===== src/rtl/arb_pkg.sv =====
// Shared definitions for the eight-way round-robin arbiter: requester count,
// index width, FSM state encoding and the one-hot to binary (octal) encoder.
package arb_pkg;

  localparam int NUM_REQ = 8;
  localparam int IDX_W   = 3;

  typedef enum logic [0:0] {
    IDLE  = 1'b0,
    OWNED = 1'b1
  } arb_state_t;

  // Encode a one-hot (or zero) 8-bit vector into its 3-bit index; zero maps to 0.
  function automatic logic [IDX_W-1:0] onehot8_to_idx(input logic [NUM_REQ-1:0] oh);
    logic [IDX_W-1:0] idx;
    idx = 3'd0;
    for (int i = 0; i < NUM_REQ; i++) begin
      if (oh[i]) begin
        idx = idx | 3'(i);
      end else begin
        idx = idx;
      end
    end
    return idx;
  endfunction

endpackage


===== src/rtl/oct_rr_arbiter_pick.sv =====
// rr_pick8: combinational rotating-priority picker. Scans req (minus the
// masked owner) starting at ptr and wrapping, returning the first hit.
module rr_pick8
  import arb_pkg::*;
(
  input  logic [NUM_REQ-1:0] req,
  input  logic [NUM_REQ-1:0] mask,
  input  logic [IDX_W-1:0]   ptr,
  output logic [NUM_REQ-1:0] win_oh,
  output logic [IDX_W-1:0]   win_idx,
  output logic               any
);

  logic [NUM_REQ-1:0] eligible_s;
  logic [IDX_W-1:0]   idx_s;
  logic               found_s;

  // Walk the priority order ptr, ptr+1, ... (mod 8) and keep the first eligible requester.
  always_comb begin
    eligible_s = req & ~mask;
    idx_s      = 3'd0;
    found_s    = 1'b0;
    for (int k = 0; k < NUM_REQ; k++) begin
      logic [IDX_W-1:0] cand;
      cand = ptr + 3'(k);
      if (!found_s && eligible_s[cand]) begin
        found_s = 1'b1;
        idx_s   = cand;
      end else begin
        found_s = found_s;
      end
    end
  end

  // Present the winner both as one-hot and as an index; all zero when nobody is eligible.
  always_comb begin
    if (found_s) begin
      win_oh  = 8'h01 << idx_s;
      win_idx = idx_s;
      any     = 1'b1;
    end else begin
      win_oh  = 8'h00;
      win_idx = 3'd0;
      any     = 1'b0;
    end
  end

endmodule


===== src/rtl/oct_rr_arbiter.sv =====
// oct_rr_arbiter: eight-requester round-robin arbiter with registered one-hot
// grant, binary index and valid. The owner keeps the grant until it drops its
// request, then ownership passes with no bubble to the next requester.
// Optional feature macro: ARB_HOLD_LIMIT_EN -- bounds a single ownership to
// HOLD_MAX cycles while other requesters are waiting.
module oct_rr_arbiter
  import arb_pkg::*;
#(
  parameter int unsigned HOLD_MAX = 16
) (
  input  logic               clk,
  input  logic               rst_n,
  input  logic [NUM_REQ-1:0] req,
  output logic [NUM_REQ-1:0] grant,
  output logic [IDX_W-1:0]   grant_idx,
  output logic               grant_valid
);

  if (HOLD_MAX < 1 || HOLD_MAX > 255) begin : g_bad_hold_max
    $error("oct_rr_arbiter: HOLD_MAX must be within 1..255");
  end

  arb_state_t         state_q, state_d;
  logic [IDX_W-1:0]   ptr_q, ptr_d;
  logic [NUM_REQ-1:0] grant_q, grant_d;
  logic [IDX_W-1:0]   grant_idx_q, grant_idx_d;
  logic               grant_valid_q, grant_valid_d;

  logic [NUM_REQ-1:0] pick_oh_s;
  logic [IDX_W-1:0]   pick_idx_s;
  logic               pick_any_s;
  logic               owner_req_s;
  logic               preempt_s;
  logic               new_grant_s;

  // The current owner is masked out so a handover always goes to someone else;
  // while idle grant_q is zero and every requester competes.
  rr_pick8 u_pick (
    .req     (req),
    .mask    (grant_q),
    .ptr     (ptr_q),
    .win_oh  (pick_oh_s),
    .win_idx (pick_idx_s),
    .any     (pick_any_s)
  );

`ifdef ARB_HOLD_LIMIT_EN
  localparam logic [7:0] HOLD_MAX_C = 8'(HOLD_MAX);

  logic [7:0] hold_cnt_q, hold_cnt_d;

  // Force a handover once the owner has used its budget and someone else is waiting.
  always_comb begin
    if (state_q == OWNED && hold_cnt_q == (HOLD_MAX_C - 8'd1) && pick_any_s) begin
      preempt_s = 1'b1;
    end else begin
      preempt_s = 1'b0;
    end
  end

  // Count owned cycles, restart on each new grant or when idle, saturate at HOLD_MAX.
  always_comb begin
    if (new_grant_s || state_d != OWNED) begin
      hold_cnt_d = 8'd0;
    end else if (hold_cnt_q >= HOLD_MAX_C) begin
      hold_cnt_d = hold_cnt_q;
    end else begin
      hold_cnt_d = hold_cnt_q + 8'd1;
    end
  end

  // Hold counter register.
  always_ff @(posedge clk or negedge rst_n) begin
    if (!rst_n) begin
      hold_cnt_q <= 8'd0;
    end else begin
      hold_cnt_q <= hold_cnt_d;
    end
  end
`else
  // Without the hold limit an owner is never preempted.
  always_comb begin
    preempt_s = 1'b0;
  end
`endif

  // Does the current owner still want the resource?
  always_comb begin
    owner_req_s = req[grant_idx_q];
  end

  // Next-state logic: arbitrate when idle, on owner release or on preemption.
  always_comb begin
    state_d       = state_q;
    ptr_d         = ptr_q;
    grant_d       = grant_q;
    grant_idx_d   = grant_idx_q;
    grant_valid_d = grant_valid_q;
    new_grant_s   = 1'b0;
    case (state_q)
      IDLE: begin
        if (pick_any_s) begin
          new_grant_s = 1'b1;
        end else begin
          grant_d       = 8'h00;
          grant_idx_d   = 3'd0;
          grant_valid_d = 1'b0;
        end
      end
      OWNED: begin
        if (!owner_req_s || preempt_s) begin
          if (pick_any_s) begin
            new_grant_s = 1'b1;
          end else begin
            state_d       = IDLE;
            grant_d       = 8'h00;
            grant_idx_d   = 3'd0;
            grant_valid_d = 1'b0;
          end
        end else begin
          state_d = OWNED;
        end
      end
      default: begin
        state_d       = IDLE;
        grant_d       = 8'h00;
        grant_idx_d   = 3'd0;
        grant_valid_d = 1'b0;
      end
    endcase

    if (new_grant_s) begin
      state_d       = OWNED;
      grant_d       = pick_oh_s;
      grant_idx_d   = onehot8_to_idx(pick_oh_s);
      grant_valid_d = 1'b1;
      ptr_d         = pick_idx_s + 3'd1;
    end else begin
      ptr_d = ptr_d;
    end
  end

  // State, pointer and output registers; reset clears outputs and restores requester 0 priority.
  always_ff @(posedge clk or negedge rst_n) begin
    if (!rst_n) begin
      state_q       <= IDLE;
      ptr_q         <= 3'd0;
      grant_q       <= 8'h00;
      grant_idx_q   <= 3'd0;
      grant_valid_q <= 1'b0;
    end else begin
      state_q       <= state_d;
      ptr_q         <= ptr_d;
      grant_q       <= grant_d;
      grant_idx_q   <= grant_idx_d;
      grant_valid_q <= grant_valid_d;
    end
  end

  assign grant       = grant_q;
  assign grant_idx   = grant_idx_q;
  assign grant_valid = grant_valid_q;

endmodule

===== config.mk =====
export PLATFORM = sky130hd
export DESIGN_NAME = oct_rr_arbiter
export DESIGN_NICKNAME = d
export VERILOG_FILES = /design/src/rtl/arb_pkg.sv /design/src/rtl/oct_rr_arbiter_pick.sv /design/src/rtl/oct_rr_arbiter.sv
export SDC_FILE = /design/constraint.sdc
export NUM_CORES = 1
export LEC_CHECK = 0
export ABC_AREA = 1
export ABC_CLOCK_PERIOD_IN_PS = 2800
export BUFFER_PORTS_ARGS = -buffer_cell sky130_fd_sc_hd__buf_2
export CORE_MARGIN = 2
export CORE_UTILIZATION = 43
export DETAILED_ROUTE_END_ITERATION = 8
export GPL_TIMING_DRIVEN = 0
export HOLD_SLACK_MARGIN = 0.15
export SETUP_SLACK_MARGIN = 0.05
export SYNTH_ARGS = -nofsm -noshare
export SYNTH_HDL_FRONTEND = slang
export SYNTH_HIERARCHICAL = 1
export SYNTH_SLANG_ARGS = --single-unit

===== constraint.sdc =====
create_clock -name clk -period 2.8 [get_ports clk]
set_clock_uncertainty 0.05 [all_clocks]
set_input_delay 0.56 -clock clk [delete_from_list [all_inputs] [get_ports clk]]
set_output_delay 0.56 -clock clk [all_outputs]
set_load 0.02 [all_outputs]

### Yosys cells after proc, flatten, opt, wreduce, memory -nomap -nowiden

Cells that the tools add are included.

* output and inout port bits: 12
* bits in registers: 16

* bitwise operators: 3
* magnitude comparators: 9
* shifts and indexed selects: 1
* reductions and logical operators: 14
* equal/unequal tests: 1
* add/subtract/negate cells: 8
* muxes and demuxes: 62

Operator list (number)
* $mux 3: 16
* $lt 3x4->1 const B: 9
* $mux 8: 4
* $bmux 1 s3: 9
* $mux 1: 27
* $pmux 8 s2: 1
* $add 3x3->3 const B: 4
* $and 8x8->8: 1
* $not 8->8: 1
* $shl 1x3->8 const A: 1
* $logic_and 1x1->1: 7
* $logic_not 1->1: 7
* $add 3x1->3 const B: 2
* $add 3x2->3 const B: 2
* $pmux 3 s2: 1
* $mux 2: 2
* $pmux 1 s2: 2
* $ne 3x2->1 const B: 1
* $not 1->1: 1

### Longest topological paths before layout

Gate-level depths: netlist of run 1.

* depth after elaboration: 36
* mapped depth: 21

### By module

Netlist of run 1, hierarchy kept.

Modules (own cells, without submodules)
* rr_pick8: cells each 171, area each 933.4 µm², seq. area each 0.0 µm², instances 1
* oct_rr_arbiter: cells each 103, area each 920.9 µm², seq. area each 400.4 µm², instances 1

### Worst setup path before layout of run 1

Ideal clock, no wire load.

* path type: flip-flop to flip-flop
* start: reg ptr_q[0]
* end: reg grant_idx_q[0] (netlist: grant_idx[0])
* setup time: 118 ps
* arrival: 2558 ps
* slack: 75 ps
* cell stages (with the launch flop): 19
* period minus slack after synthesis: 2725 ps
* data required time: 2632 ps
* cell sequence: dfrtp_1 inv_2 buf_6 ha_1 inv_1 nand3_1 nand2_1 nor2_1 a31oi_1 inv_1 nor2_4 nand3_1 nand3_1 nor2_1 nand2_1 nor2_1 nor4_1 nand3b_1 nand2_1

* word-level cells in the longest chain between the ends: 34

Ends and longest elaborated chain
* start, declared: line oct_rr_arbiter.sv:24 `logic [IDX_W-1:0] ptr_q, ptr_d;`
* start signal, assigned: line oct_rr_arbiter.sv:153 `ptr_q <= ptr_d;`
* branches (longest 25 deep; another with $add 3x1->3)
* $mux 8 *: line oct_rr_arbiter_pick.sv:37 `if (found_s) begin`
* net pick_oh_s[1]: line oct_rr_arbiter.sv:29 `logic [NUM_REQ-1:0] pick_oh_s;`
* $mux 1 *: line arb_pkg.sv:18 `if (oh[i]) begin`
* $mux 2 * (2 in a row): line arb_pkg.sv:18
* $mux 3 * (4 in a row): line arb_pkg.sv:18
* $mux 3 *: line oct_rr_arbiter.sv:132 `if (new_grant_s) begin`
* end signal, assigned: line oct_rr_arbiter.sv:155 `grant_idx_q <= grant_idx_d;`
* end, declared: line oct_rr_arbiter.sv:26 `logic [IDX_W-1:0] grant_idx_q, grant_idx_d;`

Mark *: on every way through the listed nets, which the timed path passes. The select of a mux whose other input is x is not followed.
A chain may end at the register's enable or synchronous reset.

### Worst setup path after layout of run 1

* start: reg ptr_q[0]
* end: reg grant_idx_q[0] (netlist: grant_idx[0])

RTL lines (line)
* branches (longest 25 deep; another with $add 3x1->3)
* $mux 8 *: oct_rr_arbiter_pick.sv:37
* net pick_oh_s[7]: oct_rr_arbiter.sv:29
* $mux 3 *: arb_pkg.sv:18
* $mux 3 *: oct_rr_arbiter.sv:132

Marked as above.

==> summary.json, run 1 <==
{
  "timing.critical_path.max_delay_family": "simple AND/OR/NAND/NOR gates",
  "clock.fmax_mhz": 360,
  "critical_path.startpoint": "ptr_q[0]",
  "worstPathCellList": "inv_2, buf_8, ha_4, inv_6, nand3_2, nand2_1, nand2_1, nand2_4, inv_2, nor2_4, nand4_4, nor2_4, nor2_2, nor2_4, nor2_4, nor4_1, nand3b_1, nand2_1",
  "number_of_levels_in_the_clock_h_tree": 1,
  "area_delta_synth_final_pct": 43.3,
  "initial_core_util": 0.454,
  "maxCapViolations": 0,
  "gr-usage-all-layers": 0.208,
  "die-height_um": 69.7,
  "crit_path_max_fanout": 6,
  "worst-endpoint-required_ns": 2.89,
  "clock_tree.buffer_depth": 2,
  "run_status": "finished clean",
  "clockRootBuffer": "sky130_fd_sc_hd__clkbuf_8",
  "worst_skew_pair.late_latency_ns": 0.24,
  "routed_wire_length_per_instance_um": 15.2,
  "hold_class": "input port to asynchronous set/reset pin",
  "dr_total_vias": 1986,
  "io_pins": 22,
  "period_minus_slack_ns": 2.78,
  "reg_to_reg_critical_path_endpoint": "grant_idx[0]",
  "total_number_of_nets_in_the_final_design": 329,
  "synth.lib_cells_used.distinct": 31,
  "finalWirelength_um": 5540,
  "ant_nets": 0,
  "die_footprint_um2": 4850,
  "syn_avg_cell_area_um2": 6.77,
  "critical_path_arrival_ns": 2.87,
  "utilization": 0.650,
  "critical_path.reg2reg.startpoint": "ptr_q[0]",
  "cpPeakStageDelay_ns": 0.38,
  "final-setup-viol-count": 0,
  "worst_setup_hold_path_clk_slew_ns": 0.06,
  "max_slew.worst_pin.slew_ns": 0.358,
  "final-max-slew-violation-count": 0,
  "vias_per_cell": 5.44,
  "initial_antenna_violation_count": 0,
  "antennaDiodeCount": 0,
  "holdBufCountCts": 0,
  "dieWidth_um": 69.7,
  "yosys_warnings": 6,
  "drtIter0Drc": 181,
  "timing.critical_path.mode_cell": "sky130_fd_sc_hd__nor2_4",
  "fp-row-count": 23,
  "timing.final.crit_share": 0.993,
  "cp-end-kind": "flip-flop",
  "netlist_instances": 274,
  "worst-r2r-setup-slack_ns": 0.02,
  "firstDrtPassIters": 4,
  "synth.ff_latch_count": 16,
  "tritoncts_clock_tree": "done",
  "rr_worst_depth": 18,
  "io_buffer_count": 21,
  "rsz0062_at_grt": "true",
  "maximum_number_of_pins_on_one_net_before_global_route_repair": 17,
  "critPathLaunchType": "flip-flop",
  "first_pass_grt_wire_length_um": 8340,
  "cts_inserted_buffers": 3,
  "globalplace.congestion": 0.863,
  "crit_type": "flip-flop to flip-flop",
  "cp_num_buf_inv": 4,
  "cts.sink_count": 16,
  "final-hold-violation-count": 0,
  "layout_common_cells": "sky130_fd_sc_hd__nand2_1, sky130_fd_sc_hd__nand3_1, sky130_fd_sc_hd__nand3_2",
  "worst_path_max_delay_cell": "sky130_fd_sc_hd__dfrtp_1",
  "first_global_vias": 1804,
  "final_layout_size_suffix_gt1_frac": 0.502,
  "postSynthNetCount": 287,
  "gr-total-overflow": 0,
  "dp_hpwl_um": 3840,
  "synth.cell_area_um2": 1850,
  "floorplan.core_area_um2": 4090,
  "seq_total_area_yosys": 0.216,
  "drt_drc_violations_left": 0,
  "max-slew-margin-rel": 0.761
}
-- worst max path at each step --
| stage | end | slack (ns) | cells past startpoint |
|---|---|---|---|
| after global placement | grant_idx[0] | -0.42 | 18 |
| final | grant_idx[0] | 0.02 | 18 |
| after CTS | grant_idx[0] | 0.06 | 18 |
| after floorplan | grant_idx[0] | 0.07 | 18 |
| after detailed placement | grant_idx[0] | -0.42 | 18 |
| after global routing | grant_idx[0] | -0.11 | 18 |
-- cell families (layout without fill, tap and decap cells) --
logic type,count (synthesis),after routing,synth area share
AND/OR/NAND/NOR,200,200,0.588
buffers and inverters,45,86,0.120
flip-flops,16,16,0.216
AO/OA/AOI/OAI,6,6,0.0223
XOR/XNOR,4,4,0.0331
adder cells (fa/ha/maj),3,3,0.0202
-- area by class of cell --
cell class	instances	area [um2]
inverters	36	153
well taps	50	62.6
clock buffers	4	55.1
repair buffers	37	236
fillers	336	1430
multi-input cells	213	1650
flip-flops and latches	16	400
plain buffers	9	98.8
-- repair_timing --
action | CTS | global route
cloned | 0 | 0
endpoints found under the setup margin | 16 | 11
pin swaps | 9 | 34
gates resized for setup | 23 | 86
setup buffers | 11 | 5
-- registers in the layout, summed over array words and instances, names as in the netlist --
signal	cells
grant	8
ptr_q	3
grant_idx	3
grant_valid	1
state_q	1
-- synth_stat cells --
library cell	number	area (um2)
sky130_fd_sc_hd__ha_1	3	37.5
sky130_fd_sc_hd__nor4_1	1	6.26
sky130_fd_sc_hd__nand3_1	60	300
sky130_fd_sc_hd__nand3_2	23	230
sky130_fd_sc_hd__buf_4	4	30.0
sky130_fd_sc_hd__xnor2_1	1	8.76
sky130_fd_sc_hd__a21boi_0	1	7.51
sky130_fd_sc_hd__and2_1	1	6.26
sky130_fd_sc_hd__inv_2	8	30.0
sky130_fd_sc_hd__nor2_1	24	90.1
sky130_fd_sc_hd__xor2_4	1	27.5
sky130_fd_sc_hd__a31oi_1	2	12.5
sky130_fd_sc_hd__nand4_1	6	37.5
sky130_fd_sc_hd__o21bai_1	1	7.51
sky130_fd_sc_hd__nor2_4	3	33.8
sky130_fd_sc_hd__nor2_2	3	18.8
sky130_fd_sc_hd__o21ai_0	1	5.00
sky130_fd_sc_hd__nand4_2	4	50.1
sky130_fd_sc_hd__clkbuf_1	1	3.75
sky130_fd_sc_hd__buf_12	1	20.0
sky130_fd_sc_hd__nand3_4	1	17.5
sky130_fd_sc_hd__xnor2_2	1	16.3
sky130_fd_sc_hd__dfrtp_1	16	400
sky130_fd_sc_hd__xor2_1	1	8.76
sky130_fd_sc_hd__nand2_2	5	31.3
sky130_fd_sc_hd__inv_1	28	105
sky130_fd_sc_hd__nand2_1	66	248
sky130_fd_sc_hd__nand3b_1	2	15.0
sky130_fd_sc_hd__buf_6	3	33.8
sky130_fd_sc_hd__or2_0	1	6.26
sky130_fd_sc_hd__o21ai_2	1	8.76
-- worst reg2reg max path, delay by kind of cell (launching register included) --
kind	cells	cell delay, ns
adder cells (fa/ha/maj)	1	0.29
buffers and inverters	4	0.37
flip-flops	1	0.38
AND/OR/NAND/NOR	13	1.59
-- through the flow --
step           cell area [um2]  setup TNS (ns)  hold WS, ns  cells  setup slack [ns]
3_5_place_dp              2020           -3.86        0.442    345            -0.422
6_report                  2660               0        0.167    365            0.0184
5_1_grt                   2660          -0.328        0.194    365            -0.111
2_1_floorplan             1850               0        0.214    274            0.0746
4_1_cts                   2240               0        0.177    360            0.0562
3_3_place_gp              2020           -3.73        0.436    345            -0.422
-- metal layers --
layer / share of wire / track usage / vias up
li1: - / - / 992
met1: 0.45 / 0.285 / 929
met2: 0.50 / 0.360 / 49
met3: 0.029 / 0.0145 / 16
met4: 0.029 / 0.0449 / 0
met5: 0 / 0 / -
Power of run 1 is not shown: default switching activity piles up to over one toggle a cycle in this logic, so the estimate is an artifact.
==> run 2, diff against run 1 <==
--- a/config.mk
+++ b/config.mk
@@ -5,8 +5,7 @@
 export SDC_FILE = /design/constraint.sdc
 export NUM_CORES = 1
 export LEC_CHECK = 0
-export ABC_AREA = 1
-export ABC_CLOCK_PERIOD_IN_PS = 2800
+export ABC_CLOCK_PERIOD_IN_PS = 3200
 export BUFFER_PORTS_ARGS = -buffer_cell sky130_fd_sc_hd__buf_2
 export CORE_MARGIN = 2
 export CORE_UTILIZATION = 43
==> constraint.sdc (replaced) <==
create_clock -name clk -period 3.2 [get_ports clk]
set_clock_uncertainty 0.05 [all_clocks]
set_input_delay 0.64 -clock clk [delete_from_list [all_inputs] [get_ports clk]]
set_output_delay 0.64 -clock clk [all_outputs]
set_load 0.02 [all_outputs]
==> run 2 against run 1 <==
Compared with the run above:
- the run now ends with negative setup slack left
- utilization down 1.0 points
- highest routed layer unchanged
- routed wire length up 8.0%
- maximum frequency down 22%
- register-to-register slack worse by 0.38 ns
- critical path depth down 7
- cell area up 4.9%
- non-clock buffer count up 19
- sequential cell count unchanged
- sequential share of layout area down 0.61 points
- setup slack worse by 0.38 ns
- count of clock-buffer cells in the layout unchanged
- critical path type unchanged
- area after synthesis up 4.3%
==> summary.json, run 2 <==
{
  "run_status": "complete, but fails checks",
  "violations_in_the_final_reports": "negative setup slack",
  "globalplace.congestion": {"value": 0.853, "change": "-1.2%"},
  "initial_antenna_violation_count": {"value": 0, "change": "unchanged"},
  "cp-end-kind": "flip-flop",
  "first_pass_grt_wire_length": {"value": 9400, "unit": "um", "change": "+13%"},
  "floorplan.core_area": {"value": 4350, "unit": "um2", "change": "+6.6%"},
  "gr-total-overflow": {"value": 0, "change": "unchanged"},
  "synth.lib_cells_used.distinct": {"value": 53, "change": "+71%"},
  "maximum_number_of_pins_on_one_net_before_global_route_repair": {"value": 17, "change": "unchanged"},
  "synth.ff_latch_count": {"value": 16, "change": "unchanged"},
  "layout_setup_ws": {"value": -0.361, "unit": "ns", "change": "-0.379 ns"},
  "synth_enable_flop_cells": {"value": 0, "change": "unchanged"},
  "final_layout_size_suffix_gt1_frac": {"value": 0.498, "change": "-0.00345"},
  "ant_nets": {"value": 0, "change": "unchanged"},
  "global_route.usage.met2": {"value": 0.395, "change": "+0.0346"},
  "synth_most_common_cell": "sky130_fd_sc_hd__nand2_1",
  "busiest_layer": "met2",
  "syn_avg_cell_area": {"value": 9.21, "unit": "um2", "change": "+36%"},
  "final-hold-violation-count": {"value": 0, "change": "unchanged"},
  "postSynth.topFlopCell": "sky130_fd_sc_hd__dfrtp_1",
  "gr-usage-all-layers": {"value": 0.236, "change": "+0.0276"},
  "period_minus_slack": {"value": 3.56, "unit": "ns", "change": "+0.779 ns"},
  "critical_path_arrival": {"value": 3.66, "unit": "ns", "change": "+0.79 ns"},
  "clock.fmax": {"value": 281, "unit": "MHz", "change": "-22%"},
  "cts.sink_count": {"value": 16, "change": "unchanged"},
  "number_of_levels_in_the_clock_h_tree": {"value": 1, "change": "unchanged"},
  "largest_reg_flops": {"value": 8, "change": "unchanged"},
  "postSynthNetCount": {"value": 223, "change": "-22%"},
  "maxCapViolations": {"value": 0, "change": "unchanged"},
  "rsz0062_at_grt": "true",
  "finalWirelength": {"value": 5990, "unit": "um", "change": "+8.0%"},
  "stdcell_count": {"value": 321, "change": "-12%"},
  "synth_largest_area_cell": "sky130_fd_sc_hd__dfrtp_1",
  "max_slew.worst_pin.slew": {"value": 0.535, "unit": "ns", "change": "+0.177 ns"},
  "first_global_vias": {"value": 1824, "change": "+1.1%"},
  "netlist_instances": {"value": 210, "change": "-23%"},
  "layout_common_cells": "sky130_fd_sc_hd__buf_2, sky130_fd_sc_hd__buf_4, sky130_fd_sc_hd__nand2_1, sky130_fd_sc_hd__mux2i_1, sky130_fd_sc_hd__dfrtp_1",
  "final.fill_count": {"value": 369, "change": "+9.8%"},
  "antennaDiodeCount": {"value": 0, "change": "unchanged"},
  "synth.cell_area": {"value": 1930, "unit": "um2", "change": "+4.3%"},
  "worst_setup_hold_path_clk_slew": {"value": 0.06, "unit": "ns", "change": "about the same"},
  "critPathLaunchType": "flip-flop",
  "clock_tree.buffer_depth": {"value": 2, "change": "unchanged"},
  "fin_setup_tns": {"value": -1.41, "unit": "ns", "change": "-1.41 ns"},
  "max-slew-margin-rel": {"value": 0.643, "change": "-0.118"},
  "cts_inserted_buffers": {"value": 3, "change": "unchanged"},
  "io_pins": {"value": 22, "change": "unchanged"},
  "die-height": {"value": 71.1, "unit": "um", "change": "+2.0%"},
  "die_footprint": {"value": 5050, "unit": "um2", "change": "+4.0%"},
  "asyncSetResetFlopFracSynth": {"value": 1.00, "change": "unchanged"},
  "yosys_warnings": {"value": 6, "change": "unchanged"},
  "gr-usage-met3": {"value": 0.0171, "change": "+0.00256"},
  "io_buffer_count": {"value": 21, "change": "unchanged"},
  "clockRootBuffer": "sky130_fd_sc_hd__clkbuf_8",
  "dp_hpwl": {"value": 3950, "unit": "um", "change": "+2.9%"},
  "cells_after_dpl": {"value": 283, "change": "-18%"},
  "grt.met1_usage": {"value": 0.323, "change": "+0.0381"},
  "firstDrtPassIters": {"value": 4, "change": "unchanged"},
  "drtIter0Drc": {"value": 105, "change": "-42%"},
  "fp-row-count": {"value": 24, "change": "+4.3%"},
  "worst_skew_pair.late_latency": {"value": 0.26, "unit": "ns", "change": "+0.02 ns"},
  "routed_wire_length_per_instance": {"value": 18.7, "unit": "um", "change": "+23%"},
  "area_delta_synth_final_pct": 44.1,
  "drt_drc_violations_left": {"value": 0, "change": "unchanged"},
  "dieWidth": {"value": 71.1, "unit": "um", "change": "+2.0%"},
  "crit_type": "flip-flop to flip-flop",
  "dp_worst_setup_slack": {"value": -0.684, "unit": "ns", "change": "-0.263 ns"},
  "crit_path_max_fanout": {"value": 5, "change": "-1"},
  "vias_per_cell": {"value": 5.97, "change": "+9.8%"},
  "synth.top_cells.by_count": "sky130_fd_sc_hd__nand2_1, sky130_fd_sc_hd__mux2i_1, sky130_fd_sc_hd__dfrtp_1",
  "hold_class": "input port to asynchronous set/reset pin",
  "total_number_of_nets_in_the_final_design": {"value": 283, "change": "-14%"},
  "seq_total_area_yosys": {"value": 0.207, "change": "-0.00880"},
  "final-max-slew-violation-count": {"value": 0, "change": "unchanged"},
  "initial_core_util": {"value": 0.444, "change": "-0.00980"},
  "timing.final.crit_share": {"value": 1.11, "change": "+0.119"},
  "tritoncts_clock_tree": "done",
  "worst-endpoint-required": {"value": 3.30, "unit": "ns", "change": "+0.41 ns"},
  "synth.area.top_cells": "sky130_fd_sc_hd__dfrtp_1, sky130_fd_sc_hd__mux4_2, sky130_fd_sc_hd__mux2i_1",
  "yosys.area.top_type_share": {"value": 0.207, "change": "-0.00880"},
  "final-setup-viol-count": {"value": 9, "change": "+9"},
  "dr_total_vias": {"value": 1917, "change": "-3.5%"}
}
run 2: logic make-up after synthesis:
logic type / synth area share
multiplexers: 0.304
flip-flops: 0.207
AO/OA/AOI/OAI: 0.162
buffers and inverters: 0.0602
adder cells (fa/ha/maj): 0.0194
XOR/XNOR: 0.0181
AND/OR/NAND/NOR: 0.229
run 2: timing repair:
action | 4_1_cts | 5_1_grt
gates resized for setup | 33 | 35
setup buffers | 29 | 6
pin swaps | 13 | 9
setup endpoints to repair | 14 | 14
hold buffers | 0 | 0
cloned | 0 | 1
run 2: layer usage:
| metal | vias up | wire (um) |
|---|---|---|
| met3 | 11 | 165 |
| met4 | 0 | 125 |
| li1 | 914 | - |
| met1 | 945 | 2600 |
| met5 | - | 0 |
| met2 | 47 | 3100 |
run 2: worst max-delay path: stages (launching register included):
cell and delay [ns]:
sky130_fd_sc_hd__dfrtp_1 0.44, sky130_fd_sc_hd__nand2b_1 0.25, sky130_fd_sc_hd__mux4_2 0.52, sky130_fd_sc_hd__mux2_4 0.31, sky130_fd_sc_hd__buf_6 0.12, sky130_fd_sc_hd__o41ai_4 0.39
sky130_fd_sc_hd__o311ai_2 0.15, sky130_fd_sc_hd__a32o_2 0.29, sky130_fd_sc_hd__nor2b_4 0.15, sky130_fd_sc_hd__o41a_1 0.44, sky130_fd_sc_hd__a21o_1 0.16, sky130_fd_sc_hd__a22o_1 0.17
run 2: cell type report:
cell class / instances / area [um2] / share of cell area
Buffer: 8 / 67.6 / 0.0243
Clock buffer: 4 / 55.1 / 0.0198
Inverter: 15 / 63.8 / 0.0229
Multi-Input combinational cell: 169 / 1690 / 0.608
Sequential cell: 16 / 403 / 0.145
Tap cell: 52 / 65.1 / 0.0234
Timing Repair Buffer: 57 / 438 / 0.157
run 2: final timing paths:
kind	from	to	slack [ns]	cells past startpoint
max	grant[0]	grant_idx[2]	-0.36	11
min	rst_n	state_q	0.24	1
max reg2reg	grant[0]	grant_idx[2]	-0.36	11
min in group clk	grant_valid	grant_valid	0.46	1
min reg2reg	grant_valid	grant_valid	0.46	1
max in group asynchronous	rst_n	ptr_q[0]	2.57	1
run 2: stage by stage:
step | hold WS [ns] | instance area, um2 | utilization
5_1_grt | 0.268 | 2790 | 0.640
4_1_cts | 0.253 | 2590 | 0.594
3_3_place_gp | 0.441 | 2190 | 0.503
3_5_place_dp | 0.442 | 2190 | 0.503
6_report | 0.242 | 2790 | 0.640
2_1_floorplan | 0.294 | 2020 | -
Power of run 2 is left out for the same reason.
